## src/rtl/reg_cmd_ctrl_if.sv

```systemverilog
// Signal bundle between the serial command controller and its UART / register-file
// neighbours. The controller uses the master view; the environment uses the slave view.
interface reg_cmd_ctrl_if;
  logic [7:0]  rx_data;
  logic        rx_valid;
  logic [7:0]  tx_data;
  logic        tx_valid;
  logic        tx_ready;
  logic        write_enable;
  logic [7:0]  w_addr;
  logic [15:0] w_data;
  logic [7:0]  r_addr;
  logic [15:0] r_data_o;
  logic        busy;
  logic        drop;

  modport master (
    input  rx_data, rx_valid, tx_ready, r_data_o,
    output tx_data, tx_valid, write_enable, w_addr, w_data, r_addr, busy, drop
  );

  modport slave (
    output rx_data, rx_valid, tx_ready, r_data_o,
    input  tx_data, tx_valid, write_enable, w_addr, w_data, r_addr, busy, drop
  );
endinterface

```

## src/rtl/reg_cmd_ctrl.sv

```systemverilog
// Byte-stream command controller: parses write/read frames from a UART receiver,
// drives the PID register file ports and answers with ACK/NAK or the read data.
module reg_cmd_ctrl #(
  parameter int unsigned TIMEOUT_CYCLES = 100000,
  parameter int unsigned NUM_REGS       = 16,
  parameter int unsigned RO_BASE        = 13
) (
  input  logic           clk_in,
  input  logic           reset,
  reg_cmd_ctrl_if.master bus
);

  localparam int unsigned CNT_W = $clog2(TIMEOUT_CYCLES + 1);

  localparam logic [7:0]       CMD_WRITE  = 8'h57;
  localparam logic [7:0]       CMD_READ   = 8'h52;
  localparam logic [7:0]       RSP_ACK    = 8'h06;
  localparam logic [7:0]       RSP_NAK    = 8'h15;
  localparam logic [7:0]       NUM_REGS_B = 8'(NUM_REGS);
  localparam logic [7:0]       RO_BASE_B  = 8'(RO_BASE);
  localparam logic [CNT_W-1:0] TIMEOUT_C  = CNT_W'(TIMEOUT_CYCLES);
  localparam logic [CNT_W-1:0] CNT_ZERO   = CNT_W'(0);
  localparam logic [CNT_W-1:0] CNT_ONE    = CNT_W'(1);

  typedef enum logic [3:0] {
    S_IDLE     = 4'd0,
    S_ADDR     = 4'd1,
    S_DHI      = 4'd2,
    S_DLO      = 4'd3,
    S_WRITE    = 4'd4,
    S_RD_ISSUE = 4'd5,
    S_RD_WAIT  = 4'd6,
    S_TX_HI    = 4'd7,
    S_TX_LO    = 4'd8,
    S_TX_RESP  = 4'd9
  } state_e;

  function automatic logic is_busy(input state_e s);
    case (s)
      S_IDLE, S_ADDR, S_DHI, S_DLO: is_busy = 1'b0;
      default:                      is_busy = 1'b1;
    endcase
  endfunction

  state_e           state_q, state_d;
  logic             op_wr_q, op_wr_d;
  logic [7:0]       addr_q, addr_d;
  logic [7:0]       data_hi_q, data_hi_d;
  logic [15:0]      rd_buf_q, rd_buf_d;
  logic [CNT_W-1:0] cnt_q, cnt_d;
  logic [7:0]       tx_data_q, tx_data_d;
  logic             tx_valid_q, tx_valid_d;
  logic             we_q, we_d;
  logic [7:0]       w_addr_q, w_addr_d;
  logic [15:0]      w_data_q, w_data_d;
  logic [7:0]       r_addr_q, r_addr_d;
  logic             busy_q, busy_d;
  logic             drop_q, drop_d;
  logic             tx_fire_s;

  assign tx_fire_s = tx_valid_q & bus.tx_ready;

  // Frame parser, timeout and response sequencing; all outputs are computed for the next cycle.
  always_comb begin
    state_d    = state_q;
    op_wr_d    = op_wr_q;
    addr_d     = addr_q;
    data_hi_d  = data_hi_q;
    rd_buf_d   = rd_buf_q;
    cnt_d      = CNT_ZERO;
    tx_data_d  = tx_data_q;
    tx_valid_d = tx_valid_q;
    we_d       = 1'b0;
    w_addr_d   = w_addr_q;
    w_data_d   = w_data_q;
    r_addr_d   = r_addr_q;
    drop_d     = 1'b0;

    case (state_q)
      S_IDLE: begin
        if (bus.rx_valid && (bus.rx_data == CMD_WRITE)) begin
          op_wr_d = 1'b1;
          state_d = S_ADDR;
        end else if (bus.rx_valid && (bus.rx_data == CMD_READ)) begin
          op_wr_d = 1'b0;
          state_d = S_ADDR;
        end else begin
          state_d = S_IDLE;
        end
      end

      S_ADDR, S_DHI, S_DLO: begin
        // An incoming byte beats an expiring timeout on the same cycle.
        if (bus.rx_valid) begin
          cnt_d = CNT_ZERO;
          case (state_q)
            S_ADDR: begin
              addr_d = bus.rx_data;
              if (op_wr_q) begin
                state_d = S_DHI;
              end else if (bus.rx_data < NUM_REGS_B) begin
                r_addr_d = bus.rx_data;
                state_d  = S_RD_ISSUE;
              end else begin
                tx_data_d  = RSP_NAK;
                tx_valid_d = 1'b1;
                state_d    = S_TX_RESP;
              end
            end
            S_DHI: begin
              data_hi_d = bus.rx_data;
              state_d   = S_DLO;
            end
            default: begin
              if (addr_q < RO_BASE_B) begin
                we_d     = 1'b1;
                w_addr_d = addr_q;
                w_data_d = {data_hi_q, bus.rx_data};
                state_d  = S_WRITE;
              end else begin
                tx_data_d  = RSP_NAK;
                tx_valid_d = 1'b1;
                state_d    = S_TX_RESP;
              end
            end
          endcase
        end else if (cnt_q >= TIMEOUT_C) begin
          cnt_d   = CNT_ZERO;
          state_d = S_IDLE;
        end else begin
          cnt_d = cnt_q + CNT_ONE;
        end
      end

      S_WRITE: begin
        drop_d     = bus.rx_valid;
        tx_data_d  = RSP_ACK;
        tx_valid_d = 1'b1;
        state_d    = S_TX_RESP;
      end

      S_RD_ISSUE: begin
        drop_d  = bus.rx_valid;
        state_d = S_RD_WAIT;
      end

      S_RD_WAIT: begin
        drop_d     = bus.rx_valid;
        rd_buf_d   = bus.r_data_o;
        tx_data_d  = bus.r_data_o[15:8];
        tx_valid_d = 1'b1;
        state_d    = S_TX_HI;
      end

      S_TX_HI: begin
        drop_d = bus.rx_valid;
        if (tx_fire_s) begin
          tx_data_d = rd_buf_q[7:0];
          state_d   = S_TX_LO;
        end else begin
          tx_data_d = rd_buf_q[15:8];
          state_d   = S_TX_HI;
        end
      end

      S_TX_LO, S_TX_RESP: begin
        drop_d = bus.rx_valid;
        if (tx_fire_s) begin
          tx_valid_d = 1'b0;
          state_d    = S_IDLE;
        end else begin
          state_d = state_q;
        end
      end

      default: begin
        tx_valid_d = 1'b0;
        state_d    = S_IDLE;
      end
    endcase

    busy_d = is_busy(state_d);
  end

  // State and output registers with synchronous reset.
  always_ff @(posedge clk_in) begin
    if (reset) begin
      state_q    <= S_IDLE;
      op_wr_q    <= 1'b0;
      addr_q     <= 8'h00;
      data_hi_q  <= 8'h00;
      rd_buf_q   <= 16'h0000;
      cnt_q      <= CNT_ZERO;
      tx_data_q  <= 8'h00;
      tx_valid_q <= 1'b0;
      we_q       <= 1'b0;
      w_addr_q   <= 8'h00;
      w_data_q   <= 16'h0000;
      r_addr_q   <= 8'h00;
      busy_q     <= 1'b0;
      drop_q     <= 1'b0;
    end else begin
      state_q    <= state_d;
      op_wr_q    <= op_wr_d;
      addr_q     <= addr_d;
      data_hi_q  <= data_hi_d;
      rd_buf_q   <= rd_buf_d;
      cnt_q      <= cnt_d;
      tx_data_q  <= tx_data_d;
      tx_valid_q <= tx_valid_d;
      we_q       <= we_d;
      w_addr_q   <= w_addr_d;
      w_data_q   <= w_data_d;
      r_addr_q   <= r_addr_d;
      busy_q     <= busy_d;
      drop_q     <= drop_d;
    end
  end

  assign bus.tx_data      = tx_data_q;
  assign bus.tx_valid     = tx_valid_q;
  assign bus.write_enable = we_q;
  assign bus.w_addr       = w_addr_q;
  assign bus.w_data       = w_data_q;
  assign bus.r_addr       = r_addr_q;
  assign bus.busy         = busy_q;
  assign bus.drop         = drop_q;

endmodule

```

## src/flat_wrapper.sv

```systemverilog
// flat-port wrapper written by rule: the top's interface ports become plain ports
module reg_cmd_ctrl_flat 
#(
  parameter int unsigned TIMEOUT_CYCLES = 100000,
  parameter int unsigned NUM_REGS       = 16,
  parameter int unsigned RO_BASE        = 13
)
  (clk_in, reset, bus_rx_data, bus_rx_valid, bus_tx_ready, bus_r_data_o, bus_tx_data, bus_tx_valid, bus_write_enable, bus_w_addr, bus_w_data, bus_r_addr, bus_busy, bus_drop);
  reg_cmd_ctrl_if bus_i ();
  input  logic clk_in;
  input  logic reset;
  input wire logic [$bits(bus_i.rx_data)-1:0] bus_rx_data;
  input wire logic [$bits(bus_i.rx_valid)-1:0] bus_rx_valid;
  input wire logic [$bits(bus_i.tx_ready)-1:0] bus_tx_ready;
  input wire logic [$bits(bus_i.r_data_o)-1:0] bus_r_data_o;
  output wire logic [$bits(bus_i.tx_data)-1:0] bus_tx_data;
  output wire logic [$bits(bus_i.tx_valid)-1:0] bus_tx_valid;
  output wire logic [$bits(bus_i.write_enable)-1:0] bus_write_enable;
  output wire logic [$bits(bus_i.w_addr)-1:0] bus_w_addr;
  output wire logic [$bits(bus_i.w_data)-1:0] bus_w_data;
  output wire logic [$bits(bus_i.r_addr)-1:0] bus_r_addr;
  output wire logic [$bits(bus_i.busy)-1:0] bus_busy;
  output wire logic [$bits(bus_i.drop)-1:0] bus_drop;
  assign bus_i.rx_data = bus_rx_data;
  assign bus_i.rx_valid = bus_rx_valid;
  assign bus_i.tx_ready = bus_tx_ready;
  assign bus_i.r_data_o = bus_r_data_o;
  assign bus_tx_data = bus_i.tx_data;
  assign bus_tx_valid = bus_i.tx_valid;
  assign bus_write_enable = bus_i.write_enable;
  assign bus_w_addr = bus_i.w_addr;
  assign bus_w_data = bus_i.w_data;
  assign bus_r_addr = bus_i.r_addr;
  assign bus_busy = bus_i.busy;
  assign bus_drop = bus_i.drop;
  reg_cmd_ctrl #(.TIMEOUT_CYCLES(TIMEOUT_CYCLES), .NUM_REGS(NUM_REGS), .RO_BASE(RO_BASE)) u_core (.clk_in(clk_in), .reset(reset), .bus(bus_i));
endmodule
```

## config.mk

```make
export PLATFORM = sky130hd
export DESIGN_NAME = reg_cmd_ctrl_flat
export DESIGN_NICKNAME = d
export VERILOG_FILES = /design/src/rtl/reg_cmd_ctrl_if.sv /design/src/rtl/reg_cmd_ctrl.sv /design/src/flat_wrapper.sv
export SDC_FILE = /design/constraint.sdc
export NUM_CORES = 1
export LEC_CHECK = 0
export CAP_MARGIN = 20
export CORE_MARGIN = 3
export CORE_UTILIZATION = 47
export DETAILED_ROUTE_END_ITERATION = 6
export HOLD_SLACK_MARGIN = 0.08
export PLACE_DENSITY = 0.71
export SLEW_MARGIN = 5
export SYNTH_ARGS = -nofsm -noshare
export SYNTH_HDL_FRONTEND = slang
export SYNTH_SLANG_ARGS = --single-unit
```

## constraint.sdc

```tcl
create_clock -name clk_in -period 1.5 [get_ports clk_in]
set_input_delay 0.225 -clock clk_in [delete_from_list [all_inputs] [get_ports clk_in]]
set_output_delay 0.225 -clock clk_in [all_outputs]
set_load 0.01 [all_outputs]
```

-- Word-level counts from Yosys, hierarchy flattened
Cells that the tools add are included.
- bitwise logic cells: 7
- magnitude comparators: 3
- add/sub/neg operators: 1
- reduce and logical (&&, ||, !) cells: 23
- equal/unequal tests: 20
- muxes and demuxes: 29
- operators by type and width (cell ; count):
    $mux 8 ; 5
    $mux 4 ; 8
    $pmux 8 s4 ; 1
    $pmux 4 s7 ; 1
    $add 17x1->17 const B ; 1
    $ge 17x17->1 const B ; 1
    $eq 4x2->1 const B ; 4
    $eq 4x3->1 const B ; 4
    $eq 8x7->1 const B ; 2
    $pmux 8 s2 ; 1
    $mux 1 ; 10
    $ne 3x3->1 const B ; 3
    $eq 4x1->1 const B ; 2
    $eq 4x4->1 const B ; 2
    $logic_not 4->1 ; 2
    $lt 8x4->1 const B ; 1
    $lt 8x5->1 const B ; 1
    $pmux 4 s2 ; 1
    $reduce_or 2->1 ; 4
    $reduce_or 4->1 ; 2
    $reduce_and 7->1 ; 1
    $not 1->1 ; 6
    $reduce_and 3->1 ; 2
    $reduce_and 6->1 ; 1
    other kinds (14) ; 17
- word-level logic and storage cells: 97
- register bits after elaboration: 98
- output and inout bits: 44
- input port bits: 28

-- Longest topological paths before layout
Gate-level depths: netlist (run 1).
- depth after elaboration: 9
- mapped depth: 8
- mapped depth without buffers: 6

-- Worst setup path before layout (run 1)
OpenSTA, ideal clock, no wires.
- kind: reg2reg
- start point: reg u_core.state_q[0]
- end point: reg u_core.cnt_q[10]
- arrival: 1.549 ns
- data required time: 1.436 ns
- library setup time: 0.064 ns
- path buffers: 3
- stages on the path, launching flop included: 8
- slack: -0.113 ns
- path through: dfxtp_1 > buf_4 > nor2_2 > or4_4 > or3_1 > buf_6 > buf_6 > nor2_1
- longest elaborated chain between the ends: 4
- elaborated cells between the ends (all ways): 6
- ends and longest elaborated chain (item ; RTL line ; text):
    from (decl) ; reg_cmd_ctrl.sv:45 ; state_e state_q, state_d;
    from (signal assigned) ; reg_cmd_ctrl.sv:203 ; state_q <= state_d;
    $eq 4x1->1 or $eq 4x2->1 (tied branches) ; reg_cmd_ctrl.sv:79 ; case (state_q)
    $reduce_or 3->1 * ; reg_cmd_ctrl.sv:79 ;
    $not 1->1 (no line) * ; - ;
    $reduce_or 4->1 (no line) * ; - ;
    to (signal assigned) ; reg_cmd_ctrl.sv:208 ; cnt_q <= cnt_d;
    to (decl) ; reg_cmd_ctrl.sv:50 ; logic [CNT_W-1:0] cnt_q, cnt_d;
Every way passes the cells marked *; elsewhere a longest branch is shown, timed or not.
A chain may end at the register's enable or synchronous reset.

-- Worst setup path in the final report (run 1)
- start point: reg u_core.state_q[2]
- end point: reg u_core.cnt_q[15]
The elaborated chain is that of the path after synthesis.

==> results of run 1 <==
[timing repair]
item	in CTS	in global routing
setup endpoints to repair	87	117
hold buffers	0	0
gates cloned	0	3
buffers inserted	13	11
pin swaps	21	28
resized for setup	56	84
[where the power goes]
| group | internal [mW] | switching (mW) | total, mW |
|---|---|---|---|
| Combinational | 0.106 | 0.112 | 0.218 |
| Clock | 0.818 | 1.01 | 1.82 |
| Sequential | 2.60 | 0.000971 | 2.60 |
| Total | 3.52 | 1.12 | 4.64 |
[flip-flops by register name, indices dropped and copies added (netlist names)]
signal and count:
u_core.bus.busy 1, u_core.data_hi_q 8, u_core.rd_buf_q 16, u_core.addr_q 8, u_core.bus.r_addr 8, u_core.bus.write_enable 1, u_core.op_wr_q 1, u_core.bus.tx_data 8
u_core.bus.drop 1, u_core.state_q 4, u_core.bus.tx_valid 1, u_core.bus.w_addr 8, u_core.cnt_q 17, u_core.bus.w_data 16
[kinds of logic after synthesis]
| kind of cell | synth area share [%] |
|---|---|
| DFF | 48.9 |
| AOI/OAI and AO/OA | 13.1 |
| xor gates and xnor gates | 3.49 |
| and+or+nand+nor | 23.3 |
| adders and majority gates | 0.623 |
| buffers and inverters | 4.15 |
| muxes | 6.48 |
[metrics by stage]
| step | utilization, % | setup WS [ns] | hold slack, ns | instance area, um^2 | total power [mW] |
|---|---|---|---|---|---|
| 6_report | 73.7 | -0.136 | 0.275 | 6090 | 4.64 |
| 5_1_grt | 73.7 | -0.190 | 0.271 | 6090 | 4.79 |
| 4_1_cts | 68.6 | -0.0859 | 0.226 | 5670 | 4.66 |
| 3_5_place_dp | 63.5 | -0.643 | 0.447 | 5250 | 2.86 |
| 3_3_place_gp | 63.5 | -0.585 | 0.442 | 5250 | 2.86 |
| 2_1_floorplan | - | -0.101 | 0.361 | 4050 | 2.72 |
[final cells by class]
type	count	area, um^2
multi-input combinational	322	2220
fill	571	2170
sequential	98	1980
timing repair buffer	156	1510
tap	105	131
clock buffer	9	124
clock inverter	7	92.6
inverter	7	30.0
[worst reg2reg max path, delay by kind of cell, from the launching register on]
kind	cells	cell delay [ns]
simple gates	3	1.04
flops	1	0.37
buf+inv	1	0.17
[cell usage after synthesis, types with 2 or more instances]
cell	n	area, um^2
a21oi_1	43	215
a221oi_1	4	35.0
a222oi_1	4	40.0
and2_1	11	68.8
and3_1	5	31.3
buf_2	10	50.1
buf_6	3	33.8
clkbuf_1	13	48.8
dfxtp_1	98	1960
ha_1	2	25.0
inv_1	7	26.3
mux2i_1	26	260
nand2_1	62	233
nand2b_1	10	62.6
nand3_1	28	140
nand4_1	7	43.8
nor2_1	53	199
nor2b_1	5	31.3
nor3_1	3	15.0
nor3_2	3	30.0
nor3b_1	2	15.0
nor4_1	3	18.8
o211ai_1	4	30.0
o21a_1	6	45.0
o21ai_0	2	10.0
o221ai_1	2	17.5
o22ai_1	5	31.3
or3_1	2	12.5
xnor2_1	4	35.0
xor2_1	12	105
[layout by cell type (no fill, tap or decap), types with 3 or more instances in the layout]
master           count
xnor2_1              3
inv_1                6
nand2b_4             4
a21oi_1             38
dlymetal6s2s_1      22
nor2_4               3
nand2b_1             6
and2_1               4
buf_6               14
nand4_1              7
and2_4               7
nor2b_4              3
o21a_1               6
buf_4               64
and3_1               5
nand3_1             24
inv_6                3
xor2_1              12
dfxtp_1             86
buf_12               3
o22ai_1              4
dfxtp_2              9
dfxtp_4              3
nand2_1             59
dlygate4sd2_1       22
clkdlybuf4s50_1     26
nor2_2               3
nor2_1              48
nor3_4               3
clkbuf_8             9
a21oi_2              5
mux2i_1             25
a221oi_2             3
nand3_2              3
o211ai_1             4
a222oi_1             4
nand2_4              3
[layer usage]
| metal | up-vias | wire length [um] |
|---|---|---|
| met1 | 1867 | 4950 |
| met5 | - | 0 |
| li1 | 1843 | - |
| met4 | 0 | 280 |
| met2 | 111 | 6110 |
| met3 | 30 | 534 |
[path summary, 6_finish.rpt]
kind | start | to | cells after the start | slack (ns)
setup / recovery | u_core.state_q[2] | u_core.cnt_q[15] | 4 | -0.14
setup reg to reg | u_core.state_q[2] | u_core.cnt_q[15] | 4 | -0.14
hold / removal | reset | u_core.bus.r_addr[1] | 2 | 0.27
hold reg to reg | u_core.rd_buf_q[13] | u_core.rd_buf_q[13] | 2 | 0.46
==> metrics, run 1 <==
status finished, violations left; failing checks setup timing; Area Overhead vs Synth 51.7%; Worst Path Buf+Inv 1; row count 33; First-pass DRT Iterations 5; Starting Density 48.6%; vias in the first global route approximately 3.8k; setup TNS -3.65 ns; Mapped Area ~4000 um^2; Avg Vias per Cell ~5.5; Final Hold Fails 0; Die X-Extent 98.4 um; largest net degree at the start of global routing 36; sequential area share after synthesis 48.9%; CP Launch Type flip-flop; initial antenna violation count 0; final setup margin -0.136 ns; Routed WL 11,900 um; EDFF count, synth 0; PwrDens 762 nW/um^2; Yosys reg bits 98; syn_area_per_cell 8.84 um^2; Clock Skews 0.0151 ns; Max-Cap Viols 0; Worst EP arrival 1.94 ns; worst vdd ir 0.896 mV; Worst Max-Slew Pin Slew 0.427 ns; via count 3,851; delay-heaviest family, CP simple AND/OR/NAND/NOR gates; Slew headroom slightly above 70%; Async SR Flop Fraction 0%; antenna viol nets, final 0; CTS tree built; CTS clk-pin slew, worst paths 0.10 ns; root buf cell clkbuf_8; Die ar. approximately 9700 um^2; Placer Congestion 0.919; Critical Path RT between 1.5 and 2 ns; Post-synth top flop dfxtp_1; Lkg Pwr 2.95 nW; CTS Buffer Depth 2; CP Capture Type flip-flop; RSZ-0062 raised after global routing yes; TritonCTS Buffers 9; layout cell share with drive strength beyond 1 just under 30%; Chip Height just under 100 um; total clock sinks roughly 100; Yosys cell types between 40 and 50; IO buf count 71; DRT iter0 DRCs 237; Placed Instances around 670; met3 Usage GRT 4.03%; Syn Inst Count ~450; final net count 624; core region area between 8000 and 9000 um^2; critical path cell sequence or4_4, or3_1, buf_6, nor2_1; Antenna diodes 0; GRT busiest layer met2; met2 Usage GRT between 30% and 40%; placed wire-length estimate 7200 um; fin cells approximately 700; fmax around 610 MHz; met1 Track Usage GR 28.5%; fin crit share 109%; max-slew violation count 0; Total GRT Usage approximately 22%; global-route wire length before repair 17,800 um; kind of critical path flip-flop to flip-flop; YS warnings 0; Clock Latency Late Sink about 0.37 ns; final setup fails 55; CP Max Fanout 17; HP Class primary input to flip-flop; CP max-delay cell or4_4; total nets after synthesis 484; CP peak stage delay 0.57 ns; min Tclk post-route 1.64 ns; H-tree Lvls 3; drc violations 0; Wirelength per Cell 16.9 um; IO Count 72; GRT overflow 0
No activity file was read; power rests on OpenSTA's default activity.
==> run 2: changes to the inputs <==
- GPL_TIMING_DRIVEN: default -> 0
==> metrics, run 2 (same netlist as run 1, synthesis figures left out) <==
TritonCTS Buffers 9 (unchanged); Slew headroom 68.2% (-3.4 points); final setup margin -0.195 ns (-0.0583 ns); placed wire-length estimate 7070 um (-1.8%); GRT overflow 0 (unchanged); delay-heaviest family, CP simple AND/OR/NAND/NOR gates; critical path cell sequence nor2_4, or4_4, or3_1, buf_6, clkbuf_16, nor2_2; post-route cell area 5920 um^2 (-2.7%); Clock Latency Late Sink 0.37 ns (about the same); Worst Hold Launch bus_rx_valid; layout cell share with drive strength beyond 1 24.7% (-4.5 points); global-route wire length before repair 17,300 um (-2.6%); root buf cell clkbuf_8; most flop-heavy register u_core.cnt_q; H-tree Lvls 3 (unchanged); total power 4.57 mW (-1.4%); Max-Cap Viols 0 (unchanged); IO Count 72 (unchanged); commonest non-fill, non-tap cells in the layout dfxtp_1, nand2_1, a21oi_1, nor2_1, clkdlybuf4s50_1; CP max-delay cell or4_4; Lkg Pwr 2.85 nW (-3.4%); Die ar. 9680 um^2 (unchanged); antenna viol nets, final 0 (unchanged); CP Capture Type flip-flop; largest net degree at the start of global routing 19 (-47%); PwrDens 772 nW/um^2 (+1.3%); First-pass DRT Iterations 5 (unchanged); Antenna diodes 0 (unchanged); leading cell type in the layout, fill and taps excluded dfxtp_1; Total GRT Usage 21.8% (-0.43 points); Clock Skews 0.0140 ns (-0.00109 ns); dpl ws -0.796 ns (-0.153 ns); max-slew violation count 0 (unchanged); worst vdd ir 0.691 mV (-23%); Hold Path End u_core.bus.drop; Placer Congestion 0.893 (-2.9%); fin cells 679 (-3.6%); CTS tree built; RSZ-0062 raised after global routing yes; row count 33 (unchanged); multi-input combinational cell area 2220 um^2 (+0.23%); core region area 8260 um^2 (unchanged); Worst EP arrival 2.00 ns (+0.06 ns); Final Hold Fails 0 (unchanged); final setup fails 59 (+7.3%); Placement Cell Area 4880 um^2 (-7.0%); Chip Height 98.4 um (unchanged); HP Class primary input to flip-flop; Area Overhead vs Synth 47.6%; Critical Path RT 1.81 ns (about the same); Die X-Extent 98.4 um (unchanged); final net count 599 (-4.0%); Min Hold Slack 0.176 ns (-0.0986 ns); fin crit share 113% (+3.9 points); IO buf count 70 (-1.4%); Wirelength per Cell 16.5 um (-2.3%); Worst Max-Slew Pin Slew 0.475 ns (+0.0478 ns); hold path depth 2 (unchanged); FF-to-FF setup slack -0.19 ns (-0.06 ns); FILL cells 644 (+13%); fmax 590 MHz (-3.4%); reg2reg path depth 6 (+2); Avg Vias per Cell 5.53 (+1.2%); Placed Instances 629 (-5.6%); CTS Buffer Depth 2 (unchanged); CP Launch Type flip-flop; failing checks setup timing; Routed WL 11,200 um (-5.8%); status finished, violations left; Starting Density 48.6% (unchanged); kind of critical path flip-flop to flip-flop; Worst Path Buf+Inv 2 (+1); reg2reg start u_core.state_q[1]; max reg flops 17 (unchanged); drc violations 0 (unchanged); CTS clk-pin slew, worst paths 0.10 ns (about the same); post-layout util 71.7% (-2.0 points); CP peak stage delay 0.42 ns (-0.15 ns); initial antenna violation count 0 (unchanged); total clock sinks 98 (unchanged); setup TNS -5.56 ns (-1.92 ns); via count 3,757 (-2.4%); Reg-to-Reg End u_core.cnt_q[13]; register area 1980 um^2 (about the same); min Tclk post-route 1.69 ns (+0.0583 ns); DRT iter0 DRCs 261 (+10%); CP Max Fanout 5 (-12); vias in the first global route 3,555 (-6.0%)
[run 2: worst max-delay path by stage]
stage,start,to,slack (ns),depth (start not counted)
2_1_floorplan,u_core.state_q[0],u_core.cnt_q[10],-0.10,7
3_3_place_gp,bus_rx_data[4],u_core.bus.r_addr[5],-0.80,5
3_5_place_dp,bus_rx_data[4],u_core.bus.r_addr[4],-0.80,5
4_1_cts,u_core.cnt_q[5],u_core.cnt_q[7],-0.20,7
5_1_grt,u_core.state_q[0],u_core.cnt_q[12],-0.23,6
6_report,u_core.state_q[1],u_core.cnt_q[13],-0.19,6
[run 2: repair_timing]
action,in CTS,in global routing
buffers inserted,29,8
gates resized for setup,81,98
hold buffers,0,0
setup endpoints to repair,106,122
gates cloned,1,2
pin swaps,17,25
[run 2: where the power goes]
group          switching (mW)  internal [mW]  leakage [nW]
registers             0.00144           2.60         0.796
logic                   0.110         0.0876          1.95
clock network           0.971          0.804         0.107
total                    1.08           3.49          2.85
[run 2: per-layer routing]
layer  vias to the layer above  share of wire, %  wire length [um]  global-route usage, %
li1                       1800                 -                 -                      -
met1                      1802                42              4670                   28.6
met2                       132                50              5610                   36.2
met3                        23               6.2               689                   4.74
met4                         0               2.0               224                   6.20
met5                         -                 0                 0                      0
[run 2: layout make-up]
class	count	area share (%)
multi-input combinational	322	37.5
sequential	98	33.5
timing repair buffer	106	18.8
buffer	25	3.99
tap	105	2.22
clock buffer	9	2.09
clock inverter	7	1.37
inverter	7	0.507
